`src/rtl/ccu_slice_clk_ctrl_if.sv`:
```
// Config and per-slice clkreq/clkack bundle for the CCU slice clock controller.
// master drives config and requests; slave returns ack, enable, busy and error.
interface ccu_slice_clk_ctrl_if #(
    parameter int NUM_SLICES = 4,
    parameter int DLY_W      = 8
);
    localparam int SW = (NUM_SLICES > 1) ? $clog2(NUM_SLICES) : 1;

    logic                  cfg_wr_en;
    logic [SW-1:0]         cfg_slice;
    logic [DLY_W-1:0]      cfg_req_dly;
    logic [DLY_W-1:0]      cfg_ack_dly;
    logic [NUM_SLICES-1:0] cfg_force_on;
    logic [NUM_SLICES-1:0] slice_clkreq;
    logic [NUM_SLICES-1:0] slice_clkack;
    logic [NUM_SLICES-1:0] slice_clken;
    logic [NUM_SLICES-1:0] slice_busy;
    logic [NUM_SLICES-1:0] proto_err;

    modport master (
        output cfg_wr_en, cfg_slice, cfg_req_dly, cfg_ack_dly,
        output cfg_force_on, slice_clkreq,
        input  slice_clkack, slice_clken, slice_busy, proto_err
    );

    modport slave (
        input  cfg_wr_en, cfg_slice, cfg_req_dly, cfg_ack_dly,
        input  cfg_force_on, slice_clkreq,
        output slice_clkack, slice_clken, slice_busy, proto_err
    );
endinterface

```
`src/rtl/ccu_slice_clk_ctrl.sv`:
```
// Multi-slice four-phase clkreq/clkack controller with programmable
// assert/deassert delays, force-on clock enable and sticky protocol error.
module ccu_slice_clk_ctrl #(
    parameter int NUM_SLICES  = 4,
    parameter int DLY_W       = 8,
    parameter int DEF_REQ_DLY = 4,
    parameter int DEF_ACK_DLY = 4
) (
    input  logic                  clk,
    input  logic                  rst,
    ccu_slice_clk_ctrl_if.slave   bus
);
    localparam int SW = (NUM_SLICES > 1) ? $clog2(NUM_SLICES) : 1;

    typedef enum logic [1:0] {
        S_OFF,
        S_UP,
        S_ON,
        S_DN
    } state_t;

    logic [NUM_SLICES-1:0] w_ack;
    logic [NUM_SLICES-1:0] w_en;
    logic [NUM_SLICES-1:0] w_busy;
    logic [NUM_SLICES-1:0] w_err;

    for (genvar g = 0; g < NUM_SLICES; g++) begin : g_slice
        state_t           r_state;
        state_t           w_nxt;
        logic [DLY_W-1:0] r_cnt;
        logic [DLY_W-1:0] w_cnt_nxt;
        logic [DLY_W-1:0] r_req_dly;
        logic [DLY_W-1:0] r_ack_dly;
        logic             r_ack;
        logic             r_en;
        logic             r_busy;
        logic             r_err;
        logic             w_err_set;
        logic             w_wr;
        logic             w_req;
        logic             w_on;

        // Unmatched indices (non power-of-two counts) hit no slice.
        assign w_wr  = bus.cfg_wr_en && (bus.cfg_slice == SW'(g));
        assign w_req = bus.slice_clkreq[g];
        assign w_on  = (r_state == S_ON) || (r_state == S_DN);

        always_comb begin
            w_nxt     = r_state;
            w_cnt_nxt = r_cnt;
            w_err_set = 1'b0;
            unique case (r_state)
                S_OFF: begin
                    if (w_req) begin
                        w_nxt     = S_UP;
                        w_cnt_nxt = r_req_dly;
                    end
                end
                S_UP: begin
                    w_err_set = !w_req;
                    if (r_cnt == '0) w_nxt = S_ON;
                    else w_cnt_nxt = r_cnt - 1'b1;
                end
                S_ON: begin
                    if (!w_req) begin
                        w_nxt     = S_DN;
                        w_cnt_nxt = r_ack_dly;
                    end
                end
                S_DN: begin
                    if (r_cnt == '0) w_nxt = S_OFF;
                    else w_cnt_nxt = r_cnt - 1'b1;
                end
                default: w_nxt = S_OFF;
            endcase
        end

        always_ff @(posedge clk) begin
            if (rst) begin
                r_state   <= S_OFF;
                r_cnt     <= '0;
                r_req_dly <= DLY_W'(DEF_REQ_DLY);
                r_ack_dly <= DLY_W'(DEF_ACK_DLY);
                r_ack     <= 1'b0;
                r_en      <= 1'b0;
                r_busy    <= 1'b0;
                r_err     <= 1'b0;
            end else begin
                r_state <= w_nxt;
                r_cnt   <= w_cnt_nxt;
                if (w_wr) begin
                    r_req_dly <= bus.cfg_req_dly;
                    r_ack_dly <= bus.cfg_ack_dly;
                end
                r_ack  <= w_on;
                r_en   <= w_on | bus.cfg_force_on[g];
                r_busy <= (r_state == S_UP) || (r_state == S_DN);
                r_err  <= r_err | w_err_set;
            end
        end

        assign w_ack[g]  = r_ack;
        assign w_en[g]   = r_en;
        assign w_busy[g] = r_busy;
        assign w_err[g]  = r_err;
    end

    assign bus.slice_clkack = w_ack;
    assign bus.slice_clken  = w_en;
    assign bus.slice_busy   = w_busy;
    assign bus.proto_err    = w_err;
endmodule

```
`src/flat_wrapper.sv`:
```
// flat-port wrapper written by rule: the top's interface ports become plain ports
module ccu_slice_clk_ctrl_flat 
#(
    parameter int NUM_SLICES  = 4,
    parameter int DLY_W       = 8,
    parameter int DEF_REQ_DLY = 4,
    parameter int DEF_ACK_DLY = 4
)
  (clk, rst, bus_cfg_wr_en, bus_cfg_slice, bus_cfg_req_dly, bus_cfg_ack_dly, bus_cfg_force_on, bus_slice_clkreq, bus_slice_clkack, bus_slice_clken, bus_slice_busy, bus_proto_err);
  ccu_slice_clk_ctrl_if #(.NUM_SLICES(NUM_SLICES), .DLY_W(DLY_W)) bus_i ();
  input  logic clk;
  input  logic rst;
  input wire logic [$bits(bus_i.cfg_wr_en)-1:0] bus_cfg_wr_en;
  input wire logic [$bits(bus_i.cfg_slice)-1:0] bus_cfg_slice;
  input wire logic [$bits(bus_i.cfg_req_dly)-1:0] bus_cfg_req_dly;
  input wire logic [$bits(bus_i.cfg_ack_dly)-1:0] bus_cfg_ack_dly;
  input wire logic [$bits(bus_i.cfg_force_on)-1:0] bus_cfg_force_on;
  input wire logic [$bits(bus_i.slice_clkreq)-1:0] bus_slice_clkreq;
  output wire logic [$bits(bus_i.slice_clkack)-1:0] bus_slice_clkack;
  output wire logic [$bits(bus_i.slice_clken)-1:0] bus_slice_clken;
  output wire logic [$bits(bus_i.slice_busy)-1:0] bus_slice_busy;
  output wire logic [$bits(bus_i.proto_err)-1:0] bus_proto_err;
  assign bus_i.cfg_wr_en = bus_cfg_wr_en;
  assign bus_i.cfg_slice = bus_cfg_slice;
  assign bus_i.cfg_req_dly = bus_cfg_req_dly;
  assign bus_i.cfg_ack_dly = bus_cfg_ack_dly;
  assign bus_i.cfg_force_on = bus_cfg_force_on;
  assign bus_i.slice_clkreq = bus_slice_clkreq;
  assign bus_slice_clkack = bus_i.slice_clkack;
  assign bus_slice_clken = bus_i.slice_clken;
  assign bus_slice_busy = bus_i.slice_busy;
  assign bus_proto_err = bus_i.proto_err;
  ccu_slice_clk_ctrl #(.NUM_SLICES(NUM_SLICES), .DLY_W(DLY_W), .DEF_REQ_DLY(DEF_REQ_DLY), .DEF_ACK_DLY(DEF_ACK_DLY)) u_core (.clk(clk), .rst(rst), .bus(bus_i));
endmodule
```
`config.mk`:
```
export PLATFORM = sky130hd
export DESIGN_NAME = ccu_slice_clk_ctrl_flat
export DESIGN_NICKNAME = d
export VERILOG_FILES = /design/src/rtl/ccu_slice_clk_ctrl_if.sv /design/src/rtl/ccu_slice_clk_ctrl.sv /design/src/flat_wrapper.sv
export SDC_FILE = /design/constraint.sdc
export NUM_CORES = 1
export LEC_CHECK = 0
export ABC_CLOCK_PERIOD_IN_PS = 2800
export CORE_ASPECT_RATIO = 0.5
export CORE_MARGIN = 1.5
export CORE_UTILIZATION = 35
export CTS_CLUSTER_DIAMETER = 100
export DETAILED_ROUTE_END_ITERATION = 8
export GPL_ROUTABILITY_DRIVEN = 0
export PLACE_DENSITY = 0.6
export SYNTH_ARGS = -nofsm -noshare
export SYNTH_HDL_FRONTEND = slang
export SYNTH_SLANG_ARGS = --single-unit
```
`constraint.sdc`:
```
create_clock -name clk -period 2.8 [get_ports clk]
set_clock_uncertainty 0.15 [all_clocks]
set_input_delay 0.56 -clock clk [delete_from_list [all_inputs] [get_ports clk]]
set_output_delay 0.56 -clock clk [all_outputs]
set_load 0.005 [all_outputs]
```
-- After elaboration in Yosys (flattened, before gate mapping)
Index checks and enable logic that the tools add are counted.
- add/sub/neg operators: 4
- eq/ne operators: 35
- multiplexer cells: 40
- bitwise operators: 8
- reductions and logical operators: 37
- operators by type and width (operator ; number):
    8-bit two-way mux ; 12
    8-bit case mux with 3 select lines ; 4
    8-bit logical NOT ; 4
    2-bit two-way mux ; 16
    2-bit case mux with 4 select lines ; 4
    8-bit by 1-bit subtractor with 8-bit output (second input constant) ; 4
    2-bit inequality test (second input constant) ; 14
    2-bit equality test (second input constant) ; 10
    4-bit AND reduction ; 4
    2-bit by 1-bit inequality test with 1-bit output (second input constant) ; 6
    3-bit AND reduction ; 4
    2-bit by 1-bit equality test with 1-bit output (second input constant) ; 5
    2-bit logical NOT ; 5
    1-bit logical OR ; 8
    1-bit OR ; 8
    2-bit OR reduction ; 4
    1-bit logical AND ; 4
    1-bit logical NOT ; 4
    1-bit two-way mux ; 4
- register bits after elaboration: 120
- bits of input ports: 29
- output and inout port bits: 16

-- Depth between registers and ports, before layout
Gate-level depths: netlist of run 1.
- depth in word-level cells: 4
- gate-level depth with buffers: 7

-- Worst setup path before layout of run 1
No wires, ideal clock.
- path kind: reg-to-reg
- start: register u_core.g_slice[1].r_state[1]
- end: register u_core.g_slice[1].r_cnt[6]
- setup time: 135 ps
- arrival time: 1588 ps
- required time: 2515 ps
- setup slack: 927 ps
- stages on the path, launching flop included: 7
- buffers on the path: 0
- cell sequence: dfxtp_1 -> inv_1 -> ha_1 -> nor2_1 -> nor4b_2 -> a2111oi_1 -> o41ai_2
- longest elaborated chain between the ends: 4
- ends and longest elaborated chain (item ; line ; source):
    start: declaration ; ccu_slice_clk_ctrl.sv:28 ; state_t r_state;
    start signal: assignment ; ccu_slice_clk_ctrl.sv:89 ; r_state <= w_nxt;
    2-bit by 1-bit equality test with 1-bit output or 2-bit equality test (tied branches) ; ccu_slice_clk_ctrl.sv:52 ; unique case (r_state)
    2-bit OR reduction (no source line) ; -- ;
    2-bit inequality test (no source line) ; -- ;
    3-bit AND reduction (no source line) ; -- ;
    end signal: assignment ; ccu_slice_clk_ctrl.sv:90 ; r_cnt <= w_cnt_nxt;
    end: declaration ; ccu_slice_clk_ctrl.sv:30 ; logic [DLY_W-1:0] r_cnt;
Several ways; a longest one is shown, not always the timed one.
A chain may end at the register's enable or synchronous reset.

-- Worst setup path in the final report of run 1
- start: register u_core.g_slice[1].r_state[0]
- end: register u_core.g_slice[1].r_cnt[3]
Same word-level chain as after synthesis.

==> impl_metrics.yaml, run 1 <==
synth:
  synth.distinct_cells: 49
  syn_nets: 784
  ys.flop_type: "dfxtp_1"
  synth_top_cell_area_share_pct: 40.4
  postSynthAreaPerCell_um2: 8.17
  synth_seq_cells: 120
  syn_inst: 728
  syn_area_um2: 5950
  async_reset_ff_share_pct: 0
  synth_top_area_cell: "dfxtp_1"
  ys_seq_area_share_pct: 40.4
  synth_warnings: 0
  ys_top_cells_by_area: "dfxtp_1 (40%), nand2_1 (10%), a21oi_1 (9.0%)"
  synth_edf_count: 0
sta:
  min_period_over_period_pct: 82.7
  rsz0062_at_grt: "false"
  holdWs_ps: 306
  finalSetupViolations: 0
  tns_ps: 0
  clock.fmax_ghz: 0.432
  drv_slew: 0
  worst_pin_slew_ps: 668
  fin_crit_ps: 2320
  slew_headroom_pct: 55.1
  hold_viol: 0
die:
  row_count: 33
  start_util_pct: 36.0
  die_height_um: 95.2
  die-area_um2: 17800
  die_x_um: 187
  ios: 45
  core_area_um2: 16500
worst_hold_path:
  hold_path_depth: 2
  hp-class: "reg2reg"
critical_path:
  cp.required_ps: 2990
  worstPathMaxFanout: 13
  path_class: "reg2reg"
  cp_data_arrival_time_ps: 2510
  reg2reg_slack_ps: 480
  critical_path.endpoint_type: "flop"
  reg2regPathDepth: 6
  cp-start-kind: "flop"
placed_design:
  portBuffers: 44
  dp.cells: 953
  dp_hpwl_um: 10800
finish:
  final_cell_mix: "nand2_1 (163), dfxtp_1 (120), a21oi_1 (107)"
  syn_to_final_growth_pct: 18.9
  regArea_um2: 2400
  layout.cells.non_filler: 984
  multi_input_area_um2: 3180
  final_common_cell: "nand2_1"
  drive_gt1_share_pct: 8.72
  n_antenna_cell: 0
  fin_util_pct: 42.8
  fill_cells: 1662
  fin_nets: 801
drt:
  drcViolationCount: 0
  drt_iter0_drc: 355
  wl_per_cell_um: 16.4
  dr_total_vias: 5266
  wl_um: 16100
  routed_via_density: 5.35
  ant_nets: 0
  first_pass_iters: 5
power:
  p_leak_uw: 0.00271
  ir_worst_vdd_mv: 0.514
  power_density_nw_per_um2: 1190
clock_network:
  clock_sinks: 120
  cts_hold_buf: 0
  clkSlewWorstSetupHoldPaths_ps: 60
  htreeDepth: 4
  clockBufferDepth: 2
  clk_latency_ps: 410
  post-cts-setup-buffer-count: 0
  cts_tree: "yes"
  cts-resized-gates: 0
  cts_buffers: 17
  root_buffer: "clkbuf_16"
global_routing:
  grt_usage_pct: 18.8
  overflow: 0
  antenna_found_initial: 0
  grt_pass1_vias: 4918
  grt_pass1_wl_um: 26300
  grt_max_degree: 88
outcome:
  status: "completed"
flow_run:
  maxCapViolCount: 0
==> power by group <==
group | total [uW] | internal [uW] | switching [uW]
clock | 2140 | 1370 | 769
combinational | 3790 | 1570 | 2220
sequential | 2490 | 2070 | 422
total | 8420 | 5010 | 3410
==> critical path, cell delays in order (launching register included) <==
cell and delay (ps):
dfxtp_1 440, inv_1 120, ha_1 380, mux2_2 390
a31oi_1 390, o221ai_1 210, a21oi_1 150
==> kinds of logic after synthesis <==
| group | synth area share (%) |
|---|---|
| AOI/OAI and AO/OA | 22.8 |
| xor gates and xnor gates | 1.18 |
| adders and majority gates | 5.68 |
| buffers and inverters | 6.18 |
| DFF | 40.4 |
| muxes | 1.43 |
| and+or+nand+nor | 22.3 |
==> final cells by class <==
| type | instances | share of cell area [%] |
|---|---|---|
| multi-input cells | 527 | 45.0 |
| well taps | 227 | 4.01 |
| clock buffers | 24 | 6.81 |
| flip-flops and latches | 120 | 34.0 |
| inverters | 25 | 1.33 |
| repair buffers | 54 | 7.61 |
| clock inverters | 7 | 1.33 |
==> synthesized netlist by cell type, drive strengths merged (5+ instances only) <==
library cell and n:
clkbuf 32, nand2 163, nor3 7, inv 22, a2111oi 7, or4 7, dfxtp 120, a21oi 107
or2 5, nand3 25, buf 24, o31ai 7, nor2 35, ha 27, a221o 8, o41ai 12
a21o 6, nor4 11, o211ai 16, o21ai 18, and3 9, nor3b 9, xor2 8
==> path summary, 6_finish.rpt <==
kind,start,endpoint
worst max-delay path,u_core.g_slice[1].r_state[0],u_core.g_slice[1].r_cnt[3]
worst min-delay path,u_core.g_slice[0].r_req_dly[0],u_core.g_slice[0].r_req_dly[0]
worst max register to register,u_core.g_slice[1].r_state[0],u_core.g_slice[1].r_cnt[3]
worst min register to register,u_core.g_slice[0].r_req_dly[0],u_core.g_slice[0].r_req_dly[0]
==> flip-flops by register name, summed over array words and instances, names as in the netlist <==
register	count
u_core.g_slice.r_state	8
u_core.g_slice.r_en	4
u_core.g_slice.r_ack_dly	32
u_core.g_slice.r_ack	4
u_core.g_slice.r_err	4
u_core.g_slice.r_req_dly	32
u_core.g_slice.r_busy	4
u_core.g_slice.r_cnt	32
==> through the flow <==
step	power (uW)	setup slack (ps)	area (um2)
global route	9020	337	7070
CTS	8420	526	7070
detailed placement	6240	296	6500
finish	8420	483	7070
floorplan	5310	927	5950
global placement	6180	337	6500
==> layer usage <==
layer	wire length (um)	vias to the layer above	global-route usage (%)	part of all wire, %
met4	220	0	5.47	1.4
met2	7220	139	31.0	45
met3	912	18	3.83	5.7
met5	0	-	0	0
met1	7780	2506	25.1	48
li1	-	2603	-	-
Note: power is estimated with default switching activity, not from simulation.
==> inputs of run 2 (changes only) <==
ABC_CLOCK_PERIOD_IN_PS = 2400   (was 2800)
clock period = 2.4 ns   (was 2.8 ns; I/O delays follow)
==> impl_metrics.yaml, run 2 (synthesized netlist as in run 1, its figures left out) <==
critical_path:
  rr_endpoint: "u_core.g_slice[3].r_cnt[0]"
  slowest_delay_ps: 490
  cp_top_family: "simple AND/OR/NAND/NOR gates"
  critical_path.endpoint_type: "flop"
  cp-start-kind: "flop"
  cp_data_arrival_time_ps: 2190
  cp_num_buf_inv: 1
  path_class: "reg2reg"
  r2r-start: "u_core.g_slice[3].r_cnt[0]"
  reg2regPathDepth: 6
  crit_slowest_cell: "or3b_2"
  worstPathMaxFanout: 8
  crit_chain: "inv_1 -> ha_1 -> or3b_2 -> o31ai_4 -> nand2_1 -> a21oi_1"
  reg2reg_slack_ps: 400
  cp.required_ps: 2590
power:
  p_leak_uw: 0.00282
  ir_worst_vdd_mv: 0.487
  intPower_uw: 6180
  p_sw_uw: 4020
  pwr-share-comb_pct: 44.4
  swShare_pct: 39.4
  clock_power_share_pct: 27.2
  totalPowerFinal_uw: 10200
  pwr-share-seq_pct: 28.4
  power_density_nw_per_um2: 1410
sta:
  min_period_over_period_pct: 83.4
  drv_slew: 0
  worst_pin_slew_ps: 630
  finalSetupViolations: 0
  clock.fmax_ghz: 0.500
  hold_viol: 0
  slew_headroom_pct: 57.7
  fin_crit_ps: 2000
  rsz0062_at_grt: "false"
  tns_ps: 0
worst_hold_path:
  hold_path_depth: 2
  min_to: "u_core.g_slice[1].r_state[1]"
  worstHoldStart: "rst"
  hp-class: "in2reg"
clock_network:
  cts_hold_buf: 0
  cts_tree: "yes"
  cts_buffers: 17
  clock_sinks: 120
  clkSlewWorstSetupHoldPaths_ps: 60
  post-cts-setup-buffer-count: 0
  cts-resized-gates: 0
  clk_latency_ps: 410
  htreeDepth: 4
  root_buffer: "clkbuf_16"
  clockBufferDepth: 2
drt:
  drcViolationCount: 0
  first_pass_iters: 5
  drt_iter0_drc: 407
  routed_via_density: 5.25
  wl_per_cell_um: 16.0
  dr_total_vias: 5259
  ant_nets: 0
  wl_um: 16100
finish:
  final_common_cell: "nand2_1"
  fin_nets: 817
  reg.largest.list: "u_core.g_slice.r_ack_dly x32, u_core.g_slice.r_cnt x32, u_core.g_slice.r_req_dly x32"
  n_antenna_cell: 0
  final_cell_mix: "nand2_1 (163), dfxtp_1 (120), a21oi_1 (107)"
  drive_gt1_share_pct: 11.1
  syn_to_final_growth_pct: 21.8
die:
  start_util_pct: 36.0
  ios: 45
  die_height_um: 95.2
  die_x_um: 187
  row_count: 33
  core_area_um2: 16500
  die-area_um2: 17800
placed_design:
  dp_hpwl_um: 11000
  portBuffers: 44
global_routing:
  grt_max_degree: 63
  grt_pass1_vias: 5042
  overflow: 0
  grt_usage_pct: 18.5
  antenna_found_initial: 0
  grt_pass1_wl_um: 26000
flow_run:
  maxCapViolCount: 0
outcome:
  status: "completed"
-- run 2: cell types whose count changed in the layout (fill, tap and decap cells not counted) --
cell	delta
clkinvlp_4	-1
buf_12	-1
bufinv_16	+2
clkbuf_1	-3
clkinv_2	+1
buf_4	+17
clkinv_4	+1
inv_6	+1
-- run 2: area by class of cell --
class,count,area (um2)
clock buffers,21,470
clock inverters,11,169
fillers,1680,9270
inverters,25,93.8
multi-input cells,527,3180
flip-flops and latches,120,2400
well taps,227,284
repair buffers,70,646
-- run 2: worst reg2reg max path, stage by stage (launching register included) --
cell and delay [ps]:
dfxtp_1 350, inv_1 110, ha_1 160, or3b_2 490, o31ai_4 410, nand2_1 100, a21oi_1 150
-- run 2: per-layer routing --
| metal | vias up | global-route usage, % | share of wire [%] |
|---|---|---|---|
| met5 | - | 0 | 0 |
| met4 | 0 | 5.73 | 0.88 |
| met3 | 16 | 2.91 | 3.4 |
| met2 | 109 | 30.4 | 45 |
| met1 | 2502 | 25.3 | 51 |
| li1 | 2632 | - | - |
-- run 2: stage by stage --
stage / worst slack (ps) / hold slack (ps) / cell area, um2 / utilization, % / instances
after floorplan: 527 / 284 / 5950 / - / 728
after detailed placement: 84.1 / 298 / 6610 / 40.0 / 969
final: 399 / 240 / 7250 / 43.9 / 1001
after CTS: 384 / 248 / 7250 / 43.9 / 1001
after global placement: 127 / 296 / 6610 / 40.0 / 969
after global routing: 225 / 264 / 7250 / 43.9 / 1001
-- run 2: how the worst max path moves through the flow --
| stage | from | endpoint | slack, ps | depth (start not counted) |
|---|---|---|---|---|
| after CTS | u_core.g_slice[3].r_cnt[0] | u_core.g_slice[3].r_cnt[0] | 380 | 6 |
| after global placement | bus_slice_clkreq[0] | u_core.g_slice[0].r_cnt[4] | 130 | 4 |
| final | u_core.g_slice[3].r_cnt[0] | u_core.g_slice[3].r_cnt[0] | 400 | 6 |
| after floorplan | u_core.g_slice[1].r_state[1] | u_core.g_slice[1].r_cnt[6] | 530 | 6 |
| after detailed placement | bus_slice_clkreq[0] | u_core.g_slice[0].r_cnt[5] | 80 | 4 |
| after global routing | u_core.g_slice[3].r_cnt[0] | u_core.g_slice[3].r_cnt[4] | 230 | 6 |
-- run 2: power by group through the flow --
stage / Combinational, uW / Sequential [uW] / Clock (uW)
2_1_floorplan: 3400 / 2790 / 0
3_3_place_gp: 4410 / 2910 / 0
3_5_place_dp: 4460 / 2920 / 0
4_1_cts: 4510 / 2880 / 2800
5_1_grt: 5030 / 2950 / 2900
6_report: 4540 / 2900 / 2770
==> inputs of run 3 (changes only) <==
ABC_CLOCK_PERIOD_IN_PS = 1800   (was 2400)
PLACE_DENSITY = 0.62   (was 0.6)
clock period = 1.8 ns   (was 2.4 ns; I/O delays follow)
==> impl_metrics.yaml, run 3 (synthesized netlist as in run 1, its figures left out) <==
outcome:
  status: "finished, violations left"
  violations: "negative setup slack"
power:
  ir_worst_vdd_mv: 0.706
  p_leak_uw: 0.00354
  power_density_nw_per_um2: 2050
sta:
  finalSetupViolations: 9
  fin_ws_ps: -101
  rsz0062_at_grt: "true"
  clock.fmax_ghz: 0.526
  slew_headroom_pct: 71.6
  drv_slew: 0
  holdWs_ps: 173
  hold_viol: 0
  worst_pin_slew_ps: 424
  fin_crit_ps: 1900
  min_period_over_period_pct: 106
global_routing:
  grt_max_degree: 71
  grt_usage_pct: 19.9
  grt_pass1_vias: 5377
  overflow: 0
  grt_pass1_wl_um: 28000
  antenna_found_initial: 0
finish:
  syn_to_final_growth_pct: 47.8
  reg.largest.list: "u_core.g_slice.r_ack_dly x32, u_core.g_slice.r_cnt x32, u_core.g_slice.r_req_dly x32"
  final_design_area_no_fill_um2: 8800
  final_cell_mix: "nand2_1 (161), buf_4 (116), a21oi_1 (103)"
  fin_nets: 921
  n_antenna_cell: 0
  fill_cells: 1473
  final_common_cell: "nand2_1"
  fin_util_pct: 53.3
  layout.cells.non_filler: 1105
  drive_gt1_share_pct: 32.9
die:
  die-area_um2: 17800
  core_area_um2: 16500
  die_x_um: 187
  die_height_um: 95.2
  ios: 45
  row_count: 33
  start_util_pct: 36.0
drt:
  top_layer_used: "met4"
  wl_met1_um: 8680
  ant_nets: 0
  routed_via_density: 5.32
  met2_length_um: 8790
  dr_total_vias: 5883
  wl_um: 18400
  first_pass_iters: 5
  drt_iter0_drc: 459
  wl_per_cell_um: 16.7
  drcViolationCount: 0
  route.met3.wl_um: 723
clock_network:
  clkSlewWorstSetupHoldPaths_ps: 60
  clk_latency_ps: 420
  htreeDepth: 4
  cts_tree: "yes"
  cts_buffers: 17
  clockBufferDepth: 2
  root_buffer: "clkbuf_16"
  clock_sinks: 120
critical_path:
  slowest_delay_ps: 570
  reg2regPathDepth: 6
  cp-start-kind: "flop"
  reg2reg_slack_ps: -100
  critical_path.endpoint_type: "flop"
  crit_slowest_cell: "or4_4"
  r2r-start: "u_core.g_slice[3].r_cnt[2]"
  cp_data_arrival_time_ps: 2110
  cp_common_cell: "buf_6"
  cp.required_ps: 2000
  worstPathMaxFanout: 5
  rr_endpoint: "u_core.g_slice[3].r_cnt[1]"
  cp_num_buf_inv: 2
  crit_chain: "or4_4 -> buf_6 -> o31ai_4 -> buf_6 -> nand2_1 -> a21oi_2"
  path_class: "reg2reg"
  cp_top_family: "simple AND/OR/NAND/NOR gates"
worst_hold_path:
  hold_path_depth: 3
  hp-class: "in2reg"
  min_to: "u_core.g_slice[1].r_en"
  worstHoldStart: "rst"
placed_design:
  dp_hpwl_um: 11700
  placed_cell_area_um2: 7370
  dp.cells: 1060
  portBuffers: 44
flow_run:
  maxCapViolCount: 0
==> run 3: timing repair <==
| action | in CTS | in global routing |
|---|---|---|
| setup buffers | 9 | 5 |
| resized for setup | 53 | 97 |
| endpoints found under the setup margin | 29 | 36 |
| endpoints found under the hold margin | 0 | 0 |
| hold buffers | 0 | 0 |
| pin swaps | 16 | 31 |
==> run 3: worst max path at each step <==
stage / end / startpoint / cells after the start / slack, ps
4_1_cts: u_core.g_slice[1].r_cnt[4] / u_core.g_slice[1].r_state[1] / 8 / -20
3_5_place_dp: u_core.g_slice[0].r_cnt[5] / bus_slice_clkreq[0] / 4 / -380
6_report: u_core.g_slice[3].r_cnt[1] / u_core.g_slice[3].r_cnt[2] / 6 / -100
3_3_place_gp: u_core.g_slice[0].r_cnt[4] / bus_slice_clkreq[0] / 4 / -340
5_1_grt: u_core.g_slice[3].r_cnt[1] / u_core.g_slice[3].r_cnt[2] / 6 / -150
2_1_floorplan: u_core.g_slice[3].r_cnt[5] / u_core.g_slice[3].r_state[1] / 7 / 0.8
==> run 3: report_power, final <==
| part | internal (uW) | switching (uW) |
|---|---|---|
| combinational | 5410 | 5270 |
| sequential | 3290 | 493 |
| clock | 2260 | 1340 |
| total | 11000 | 7100 |
==> run 3: per-stage QoR <==
stage,total power (uW),TNS [ps],setup WS (ps)
2_1_floorplan,8340,0,0.813
3_3_place_gp,11500,-6550,-335
3_5_place_dp,11700,-8120,-380
4_1_cts,16300,-28.5,-15.6
5_1_grt,19000,-1260,-148
6_report,18100,-524,-101
==> run 3: cell type report <==
class | instances | area, um2 | share of cell area (%)
multi-input combinational | 527 | 3820 | 43.4
clock buffer | 19 | 453 | 5.15
clock inverter | 13 | 168 | 1.91
sequential | 120 | 2440 | 27.8
inverter | 25 | 98.8 | 1.12
timing repair buffer | 174 | 1530 | 17.4
tap | 227 | 284 | 3.23
==> run 3: per-layer routing <==
layer  GRT usage, %  vias to the layer above
met5              0                        -
met4           6.87                        0
met3           2.54                       23
met2           34.0                      141
met1           26.2                     2866
li1               -                     2853
==> run 3: worst reg2reg max path, cell delays in order, from the launching register on <==
cell     delay (ps)
dfxtp_2         340
or4_4           580
buf_6           150
o31ai_4         260
buf_6           170
nand2_1          70
a21oi_2         120
